--- config.mk ---
export PLATFORM = sky130hd
export DESIGN_NAME = stream_arbiter
export DESIGN_NICKNAME = d
export VERILOG_FILES = /design/src/rtl/inc_dec_pkg.sv /design/src/rtl/stream_arbiter_rr_pick.sv /design/src/rtl/stream_arbiter.sv
export SDC_FILE = /design/constraint.sdc
export NUM_CORES = 1
export LEC_CHECK = 0
export BUFFER_PORTS_ARGS = -buffer_cell sky130_fd_sc_hd__buf_2
export CAP_MARGIN = 25
export CORE_ASPECT_RATIO = 0.7
export CORE_MARGIN = 2
export CORE_UTILIZATION = 50
export CTS_CLUSTER_SIZE = 20
export DETAILED_ROUTE_END_ITERATION = 7
export PLACE_DENSITY = 0.79
export RECOVER_POWER = 100
export SKIP_CTS_REPAIR_TIMING = 1
export SLEW_MARGIN = 0
export SYNTH_ARGS = -nofsm -noshare
export SYNTH_HDL_FRONTEND = slang
export SYNTH_SLANG_ARGS = --single-unit
--- constraint.sdc ---
create_clock -name clk -period 5.5 [get_ports clk]
set_input_delay 0.825 -clock clk [delete_from_list [all_inputs] [get_ports clk]]
set_output_delay 0.825 -clock clk [all_outputs]
set_load 0.005 [all_outputs]
--- src/rtl/inc_dec_pkg.sv ---
// inc_dec_pkg: definitions shared by stream_arbiter and its round-robin picker.
//   - ASCII constants for the INC/DEC token alphabet and the word delimiters
//   - arbiter state type {IDLE, FWD, SEP}
//   - is_delim(): true for the bytes that end a word (space, LF)
package inc_dec_pkg;

    localparam logic [7:0] ASCII_I     = 8'h49;
    localparam logic [7:0] ASCII_N     = 8'h4E;
    localparam logic [7:0] ASCII_C     = 8'h43;
    localparam logic [7:0] ASCII_D     = 8'h44;
    localparam logic [7:0] ASCII_E     = 8'h45;
    localparam logic [7:0] ASCII_SPACE = 8'h20;
    localparam logic [7:0] ASCII_LF    = 8'h0A;

    typedef enum logic [1:0] {
        IDLE = 2'd0,
        FWD  = 2'd1,
        SEP  = 2'd2
    } arb_state_t;

    function automatic logic is_delim(input logic [7:0] b);
        return (b == ASCII_SPACE) || (b == ASCII_LF);
    endfunction

endpackage

--- src/rtl/stream_arbiter_rr_pick.sv ---
// rr_pick: combinational round-robin picker.
// Returns the first set bit of req, searching upward from ptr with wrap-around.
// Ports:
//   req  in   NUM_REQ          request vector
//   ptr  in   $clog2(NUM_REQ)  highest-priority index
//   idx  out  $clog2(NUM_REQ)  chosen index (0 when any is low)
//   any  out  1                at least one request is set
module rr_pick #(
    parameter int NUM_REQ = 4
) (
    input  logic [NUM_REQ-1:0]         req,
    input  logic [$clog2(NUM_REQ)-1:0] ptr,
    output logic [$clog2(NUM_REQ)-1:0] idx,
    output logic                       any
);
    localparam int IDW = $clog2(NUM_REQ);

    // One extra bit holds ptr+k before the modulo fold (max 2*NUM_REQ-2).
    logic [NUM_REQ-1:0][IDW:0]   w_sum;
    logic [NUM_REQ-1:0][IDW-1:0] w_cand;
    logic [NUM_REQ-1:0]          w_hit;

    for (genvar k = 0; k < NUM_REQ; k++) begin : g_off
        assign w_sum[k]  = {1'b0, ptr} + (IDW+1)'(k);
        assign w_cand[k] = (w_sum[k] >= (IDW+1)'(NUM_REQ)) ?
                           IDW'(w_sum[k] - (IDW+1)'(NUM_REQ)) : IDW'(w_sum[k]);
        assign w_hit[k]  = req[w_cand[k]];
    end

    // Walk offsets from farthest to nearest so the nearest hit wins.
    always_comb begin
        idx = '0;
        for (int k = NUM_REQ - 1; k >= 0; k--) begin
            if (w_hit[k]) idx = w_cand[k];
        end
    end

    assign any = |req;

endmodule

--- src/rtl/stream_arbiter.sv ---
// stream_arbiter: round-robin sharing of one inc_dec_detector between NUM_REQ
// byte-stream requesters. A grant is held until a word delimiter so tokens are
// never split; a release without delimiter (burst limit or timeout) injects one
// 0x20 separator so a partial token cannot merge with the next stream.
// Optional feature: define STREAM_ARB_TIMEOUT_EN to release a stalled grant
// after TIMEOUT_CYC idle FWD cycles.
// Ports:
//   clk           in   1              clock, rising edge
//   rst           in   1              asynchronous reset, active low
//   req_data      in   8*NUM_REQ      byte i on [8i+7:8i]
//   req_valid     in   NUM_REQ        requester i has a byte
//   req_ready     out  NUM_REQ        byte from requester i accepted this cycle
//   out_data      out  8              byte to the detector (held when not valid)
//   out_valid     out  1              out_data valid
//   grant_id      out  $clog2(NUM_REQ) current or last granted requester
//   grant_active  out  1              arbiter is forwarding (FWD)
module stream_arbiter
    import inc_dec_pkg::*;
#(
    parameter int NUM_REQ     = 4,
    parameter int MAX_BURST   = 16,
    parameter int TIMEOUT_CYC = 8
) (
    input  logic                       clk,
    input  logic                       rst,
    input  logic [8*NUM_REQ-1:0]       req_data,
    input  logic [NUM_REQ-1:0]         req_valid,
    output logic [NUM_REQ-1:0]         req_ready,
    output logic [7:0]                 out_data,
    output logic                       out_valid,
    output logic [$clog2(NUM_REQ)-1:0] grant_id,
    output logic                       grant_active
);
    localparam int IDW = $clog2(NUM_REQ);

    arb_state_t     r_state;
    logic [IDW-1:0] r_grant_id;
    logic [IDW-1:0] r_ptr;
    logic [7:0]     r_burst_cnt;
    logic [7:0]     r_out_data;
    logic           r_out_valid;

    logic [IDW-1:0] w_pick_idx;
    logic           w_pick_any;
    logic [IDW-1:0] w_next_ptr;
    logic [7:0]     w_byte;
    logic [7:0]     w_burst_nxt;
    logic           w_xfer;
    logic           w_burst_done;
    logic           w_timeout;

    rr_pick #(.NUM_REQ(NUM_REQ)) u_pick (
        .req (req_valid),
        .ptr (r_ptr),
        .idx (w_pick_idx),
        .any (w_pick_any)
    );

    assign w_byte       = req_data[{r_grant_id, 3'b000} +: 8];
    assign w_xfer       = (r_state == FWD) && req_valid[r_grant_id];
    assign w_burst_nxt  = (r_burst_cnt == 8'hFF) ? 8'hFF : r_burst_cnt + 8'd1;
    assign w_burst_done = (w_burst_nxt >= 8'(MAX_BURST));
    // The requester just served drops to lowest priority.
    assign w_next_ptr   = (r_grant_id == IDW'(NUM_REQ - 1)) ? '0 : r_grant_id + IDW'(1);

`ifdef STREAM_ARB_TIMEOUT_EN
    logic [7:0] r_idle_cnt;

    // Counts consecutive FWD cycles without a transfer; zero outside FWD.
    always_ff @(posedge clk or negedge rst) begin
        if (!rst)                              r_idle_cnt <= '0;
        else if (r_state != FWD || w_xfer)     r_idle_cnt <= '0;
        else                                   r_idle_cnt <= r_idle_cnt + 8'd1;
    end

    assign w_timeout = (r_state == FWD) && !w_xfer &&
                       ((r_idle_cnt + 8'd1) >= 8'(TIMEOUT_CYC));
`else
    logic w_unused_tmo;
    assign w_unused_tmo = ^(8'(TIMEOUT_CYC));
    assign w_timeout    = 1'b0;
`endif

    always_ff @(posedge clk or negedge rst) begin
        if (!rst) begin
            r_state     <= IDLE;
            r_grant_id  <= '0;
            r_ptr       <= '0;
            r_burst_cnt <= '0;
            r_out_data  <= '0;
            r_out_valid <= 1'b0;
        end else begin
            r_out_valid <= 1'b0;
            case (r_state)
                IDLE: begin
                    if (w_pick_any) begin
                        r_grant_id  <= w_pick_idx;
                        r_burst_cnt <= '0;
                        r_state     <= FWD;
                    end
                end
                FWD: begin
                    if (w_xfer) begin
                        r_out_data  <= w_byte;
                        r_out_valid <= 1'b1;
                        r_burst_cnt <= w_burst_nxt;
                        // A delimiter already resets the detector: no separator.
                        if (is_delim(w_byte)) begin
                            r_state <= IDLE;
                            r_ptr   <= w_next_ptr;
                        end else if (w_burst_done) begin
                            r_state <= SEP;
                            r_ptr   <= w_next_ptr;
                        end
                    end else if (w_timeout) begin
                        r_state <= SEP;
                        r_ptr   <= w_next_ptr;
                    end
                end
                SEP: begin
                    r_out_data  <= ASCII_SPACE;
                    r_out_valid <= 1'b1;
                    r_state     <= IDLE;
                end
                default: r_state <= IDLE;
            endcase
        end
    end

    always_comb begin
        req_ready = '0;
        if (r_state == FWD) req_ready[r_grant_id] = 1'b1;
    end

    assign out_data     = r_out_data;
    assign out_valid    = r_out_valid;
    assign grant_id     = r_grant_id;
    assign grant_active = (r_state == FWD);

endmodule

* Word level (Yosys, flattened, before mapping)
Index checks and enable logic that the tools add are counted.
** Storage, ports and cells
- Latch bits :: 0
- RAM bits :: 0
- Register bits after elaboration :: 23
- Output and inout port bits :: 16
- Logic and storage cells :: 86
- Memories :: 0
- ROM bits :: 0
- Input port bits :: 38
** Operators by class
- Add/subtract/negate cells :: 9
- Div/mod/pow operators :: 0
- Mux-type cells :: 37
- $mul :: 0
- Bitwise logic cells :: 0
- Reductions and logical operators :: 13
- Equal/unequal tests :: 9
- Shift operators :: 1
- Order comparisons :: 11
** Operator list (count)
- $mux 8 :: 4
- $pmux 8 s2 :: 2
- $shiftx 32x6->8 :: 1
- $mux 2 :: 15
- $lt 2x3->1 const B :: 5
- $bmux 1 s2 :: 5
- $ge 3x3->1 const B :: 3
- $reduce_and 3->1 :: 3
- $add 8x1->8 const B :: 1
- $eq 8x4->1 const B :: 1
- $eq 8x6->1 const B :: 1
- $eq 8x8->1 const B :: 1
- $ge 8x5->1 const B :: 1
- $sub 2x1->2 const B :: 4
- $mux 1 :: 7
- $add 2x2->3 const B :: 2
- $reduce_bool 2->1 :: 3
- $eq 2x2->1 const B :: 2
- $mux 4 :: 1
- $ne 2x1->1 const B :: 2
- $pmux 2 s2 :: 1
- $reduce_and 2->1 :: 2
- $reduce_or 4->1 :: 1
- $add 2x1->3 const B :: 1
- 10 further kinds :: 11

* Depth between registers and ports, before layout
- Word-level depth :: 9
- Gate-level depth with buffers :: 7
- Mapped depth without buffers :: 7

* By module
A second synthesis with hierarchy kept.
** Second synthesis, totals
- Cell total of the unflattened synthesis :: 174
- Area total of the unflattened synthesis :: 1699.1 µm²
** Modules (own cells, without submodules)
- stream_arbiter :: area each 1621.6 µm², cells each 161, times used 1
- rr_pick :: area each 77.6 µm², cells each 13, times used 1

* Least setup slack after synthesis
Ideal clock, no wire load.
- Path type :: input port to flip-flop
- From :: in req_data[9]
- To :: reg r_state[0]
- Path slack :: 3.162 ns
- Stages :: 5
- Arrival time :: 2.210 ns
- Buffers on the path :: 0
- Data required time :: 5.372 ns
- Cell sequence :: mux4_1 nor3b_1 o211ai_2 a31oi_1 mux2_1
** On the way
- Word-level cells in the longest chain between the ends :: 6
- Elaborated cells on any way between the ends :: 9
- Those cells by class :: eq/ne: 3; shift: 1; mux: 3; reduce/logical: 2
** RTL lines
- start: declaration :: RTL line stream_arbiter.sv:26 : input logic [8*NUM_REQ-1:0] req_data,
- $shiftx 32x6->8 (*) :: RTL line stream_arbiter.sv:59 : assign w_byte = req_data[{r_grant_id, 3'b000} +: 8];
- $eq 8x6->1 / $eq 8x4->1 (equally long branches) :: RTL line inc_dec_pkg.sv:22 : return (b == ASCII_SPACE) || (b == ASCII_LF);
- $logic_or 1x1->1 (*) :: RTL line inc_dec_pkg.sv:22
- $mux 2 :: RTL line stream_arbiter.sv:108 : if (is_delim(w_byte)) begin
- $mux 2 :: RTL line stream_arbiter.sv:103 : if (w_xfer) begin
- $pmux 2 s2 :: RTL line stream_arbiter.sv:94 : case (r_state)
- end signal: assignment :: RTL line stream_arbiter.sv:99 : r_state <= FWD;
- end signal: assignment :: RTL line stream_arbiter.sv:109 : r_state <= IDLE;
- end signal: assignment :: RTL line stream_arbiter.sv:112 : r_state <= SEP;
- end: declaration :: RTL line stream_arbiter.sv:36 : arb_state_t r_state;
Mark *: on every way between the ends. The rest lies on a longest branch, timed or not. The select of a mux whose other input is x is not followed.
A chain may end at the register's enable or synchronous reset.

* Final worst setup path
- From :: reg r_grant_id[0] (netlist: grant_id[0])
- To :: reg r_ptr[0]
** On the way
- Word-level cells in the longest chain between the ends :: 5
- Elaborated cells on any way between the ends :: 14
- Those cells by class :: add/sub: 1; eq/ne: 3; shift: 1; mux: 5; reduce/logical: 4
** RTL lines
- start: declaration :: RTL line stream_arbiter.sv:37 : logic [IDW-1:0] r_grant_id;
- start signal: assignment :: RTL line stream_arbiter.sv:97 : r_grant_id <= w_pick_idx;
- $shiftx 32x6->8 :: RTL line stream_arbiter.sv:59
- $eq 8x6->1 / $eq 8x4->1 (equally long branches) :: RTL line inc_dec_pkg.sv:22
- $logic_or 1x1->1 :: RTL line inc_dec_pkg.sv:22
- $reduce_bool 2->1 (no source line)
- $reduce_and 3->1 (no source line)
- end signal: assignment :: RTL line stream_arbiter.sv:110 : r_ptr <= w_next_ptr;
- end signal: assignment :: RTL line stream_arbiter.sv:113 : r_ptr <= w_next_ptr;
- end signal: assignment :: RTL line stream_arbiter.sv:117 : r_ptr <= w_next_ptr;
- end: declaration :: RTL line stream_arbiter.sv:38 : logic [IDW-1:0] r_ptr;
Several ways; a longest one is shown, not always the timed one. The select of a mux whose other input is x is not followed.

==> run summary <==
status -> complete, no violations
CTS HTree Levels -> 1
Synth Cell Area -> 0.00166 mm2
Max transition margin -> 18.8%
Design Power -> 772 uW
Final min period -> 2630 ps
Synth area leaders -> dfrtp_1 (35%), mux4_1 (9.5%), ha_1 (6.0%)
Die Y-Extent -> 52.1 um
internal power -> 450 uW
grt ovf -> 0
asr flop ratio synth -> 100%
post-DR vias/cell -> 5.72
DRC Markers -> 0
post-synth top area share -> 34.8%
slowest stage cell, crit path -> dfrtp_1
CP Class -> reg -> reg
Synth Area in Adders -> 6.05%
met3 global-route usage -> 4.65%
DR iter-0 viols -> 82
pre-CTS WS -> 2930 ps
xor/xnor share of the synthesized area -> 0.529%
setup violators final -> 0
Final Cycle Share -> 47.9%
Core Box Area -> 0.00315 mm2
grt met1 use -> 30.9%
Seq pwr share -> 37.4%
Cell Rows -> 17
GRT Util Overall -> 21.7%
Post-Synthesis Cells -> 165
largest family of logic cells by synthesized area -> compound AO/OA/AOI/OAI gates
Comb pwr share -> 49.1%
worst setup margin -> 2870 ps
largest net degree at the start of global routing -> 24
drt total wl -> 3680 um
Max Clk Rate -> 380 MHz
RSZ-0062 raised after global routing -> false
CP required -> 5650 ps
clock-pin transition on the worst setup and hold timing paths -> 80 ps
post-synthesis compound-gate area fraction -> 19.3%
setup TNS -> 0 ps
Leakage -> 0.925 nW
Pre-antenna DRT Iters -> 4
DPL Wire Length -> 2870 um
clock sinks -> 23
gr busiest metal -> met2
fraction of the mapped netlist area in simple logic gates -> 17.8%
MaxCap Viol Count -> 0
post-synthesis mux area share -> 18.1%
worst min path class -> reg -> reg
PwrDens -> 395 mW/mm2
clock tree from TritonCTS -> done
ANT nets after route -> 0
Hold Fails Final Rpt -> 0
vias in the first global route -> 1,387
Yosys warnings -> 0
syn_area_per_cell -> 10.0 um2
Final Skew -> 2.81 ps
Syn Nets -> 211
Layout area overhead -> 17.9%
Synth Flop Type -> dfrtp_1
gpl congestion -> 0.814
Yosys top cell by area -> dfrtp_1
switching share of power -> 41.6%
worst-margin pin slew -> 1220 ps
quantity of I/O buffers inserted on ports -> 53
count of cell types in the netlist -> 41
worst hold margin -> 518 ps
share of layout cells above drive strength 1 -> 24.0%
Ports -> 54
Seq cells post-synth -> 23
peak fanout along the critical path -> 17
crit path launch type -> flip-flop
Final Max Tran Viols -> 0
Crit. End Element -> flip-flop
Worst path max stage delay -> 820 ps
Clock Power Share -> 13.4%
fillers -> 282
Critical Path AT -> 2790 ps
nets -> 264
full die area -> 0.00379 mm2
diode count -> 0
via count -> 1,458
Initial Utilization -> 52.6%
clock buffer depth -> 2
drt wl/cell -> 14.4 um
crit path cell chain -> mux4_1 -> nor3_1 -> o211ai_1 -> a21oi_1 -> mux2_2
sequential share of the synthesized area -> 34.8%
first-pass GRT wire length -> 6310 um
Inserted Clock Buffers -> 3
CTS root buffer -> clkbuf_8
Die Wd -> 72.8 um
EDFF count, synth -> 0
initial antenna violation count -> 0
M2 GR Usage -> 34.7%
NetSw -> 321 uW
worst-skew pair later-pin latency -> 260 ps
Max VDD drop -> 0.180 mV
==> power groups by stage <==
stage | Combinational, mW | Clock [mW] | Sequential, mW
global route | 0.429 | 0.113 | 0.301
finish | 0.379 | 0.104 | 0.289
CTS | 0.393 | 0.106 | 0.288
global placement | 0.385 | 0 | 0.291
detailed placement | 0.392 | 0 | 0.291
floorplan | 0.300 | 0 | 0.263
==> flip-flops by register name, summed over array words and instances (netlist names) <==
signal and cells:
out_valid 1, r_burst_cnt 8, out_data 8, r_ptr 2, r_state 2, grant_id 2
==> layout by cell type (no fill, tap or decap), types with 3 or more instances in the layout <==
cell type / n
ha_1: 8
nor2_1: 10
a21oi_1: 7
mux2i_1: 3
nor3_1: 3
a31oi_1: 3
and2_1: 6
mux4_2: 3
mux4_1: 6
buf_2: 43
dfrtp_1: 23
o21ai_0: 21
inv_1: 6
nand2_1: 21
a22oi_1: 7
clkbuf_8: 3
clkbuf_1: 11
==> synthesized netlist by cell type (2+ instances only) <==
cell type and number:
nor3b_1 2, o21ai_1 2, and4_1 2, o21ai_0 20
nand2b_1 2, clkbuf_1 2, or3_1 2, buf_6 2
and2_1 6, nor2_1 10, mux2_2 3, and3_1 2
a31oi_1 3, a21o_1 2, nor2b_1 2, nor3_1 2
a22oi_1 7, a21oi_1 6, mux4_2 3, dfrtp_1 23
nand4_1 2, mux4_1 6, inv_1 6, ha_1 8
mux2i_1 3, nand2_1 21, nand3_1 2
==> kinds of logic (layout without fill, tap and decap cells) <==
logic type,after synthesis,in the layout
muxes,16,16
DFF,23,23
buffers and inverters,11,63
AOI/OAI and AO/OA,48,48
adders and majority gates,8,8
and+or+nand+nor,58,58
xor gates and xnor gates,1,1
==> layout make-up <==
cell class | count | area (um2) | area share, %
Timing Repair Buffer | 53 | 253 | 12.9
Sequential cell | 23 | 576 | 29.5
Inverter | 6 | 22.5 | 1.15
Tap cell | 38 | 47.5 | 2.44
Clock buffer | 4 | 45.0 | 2.31
Multi-Input combinational cell | 131 | 1010 | 51.7
==> worst paths after layout <==
kind / slack (ps) / cells past startpoint / end / from
setup / recovery: 2870 / 5 / r_ptr[0] / grant_id[0]
hold reg to reg: 520 / 2 / out_data[7] / out_data[7]
setup reg to reg: 2870 / 5 / r_ptr[0] / grant_id[0]
max in group asynchronous: 3990 / 1 / r_ptr[0] / rst
min in group asynchronous: 790 / 1 / out_data[7] / rst
hold / removal: 520 / 2 / out_data[7] / out_data[7]
==> layer usage <==
layer	part of all wire, %	vias up
li1	-	728
met1	49	682
met2	45	44
met3	4.9	4
met4	0.52	0
met5	0	-
==> worst max-delay path: cells and delay by family, from the launching register on <==
| kind | cells | cell delay, ps |
|---|---|---|
| flops | 1 | 820 |
| mux | 2 | 1030 |
| simple gates | 1 | 250 |
| compound gates | 2 | 420 |
==> per-stage QoR <==
stage,instance area (um2),util (%),std cells
after floorplan,1660,-,165
after global placement,1930,61.4,251
after detailed placement,1930,61.4,251
after CTS,1980,62.8,255
after global routing,1950,62.0,255
final,1950,62.0,255
No activity file was read; power rests on OpenSTA's default activity.
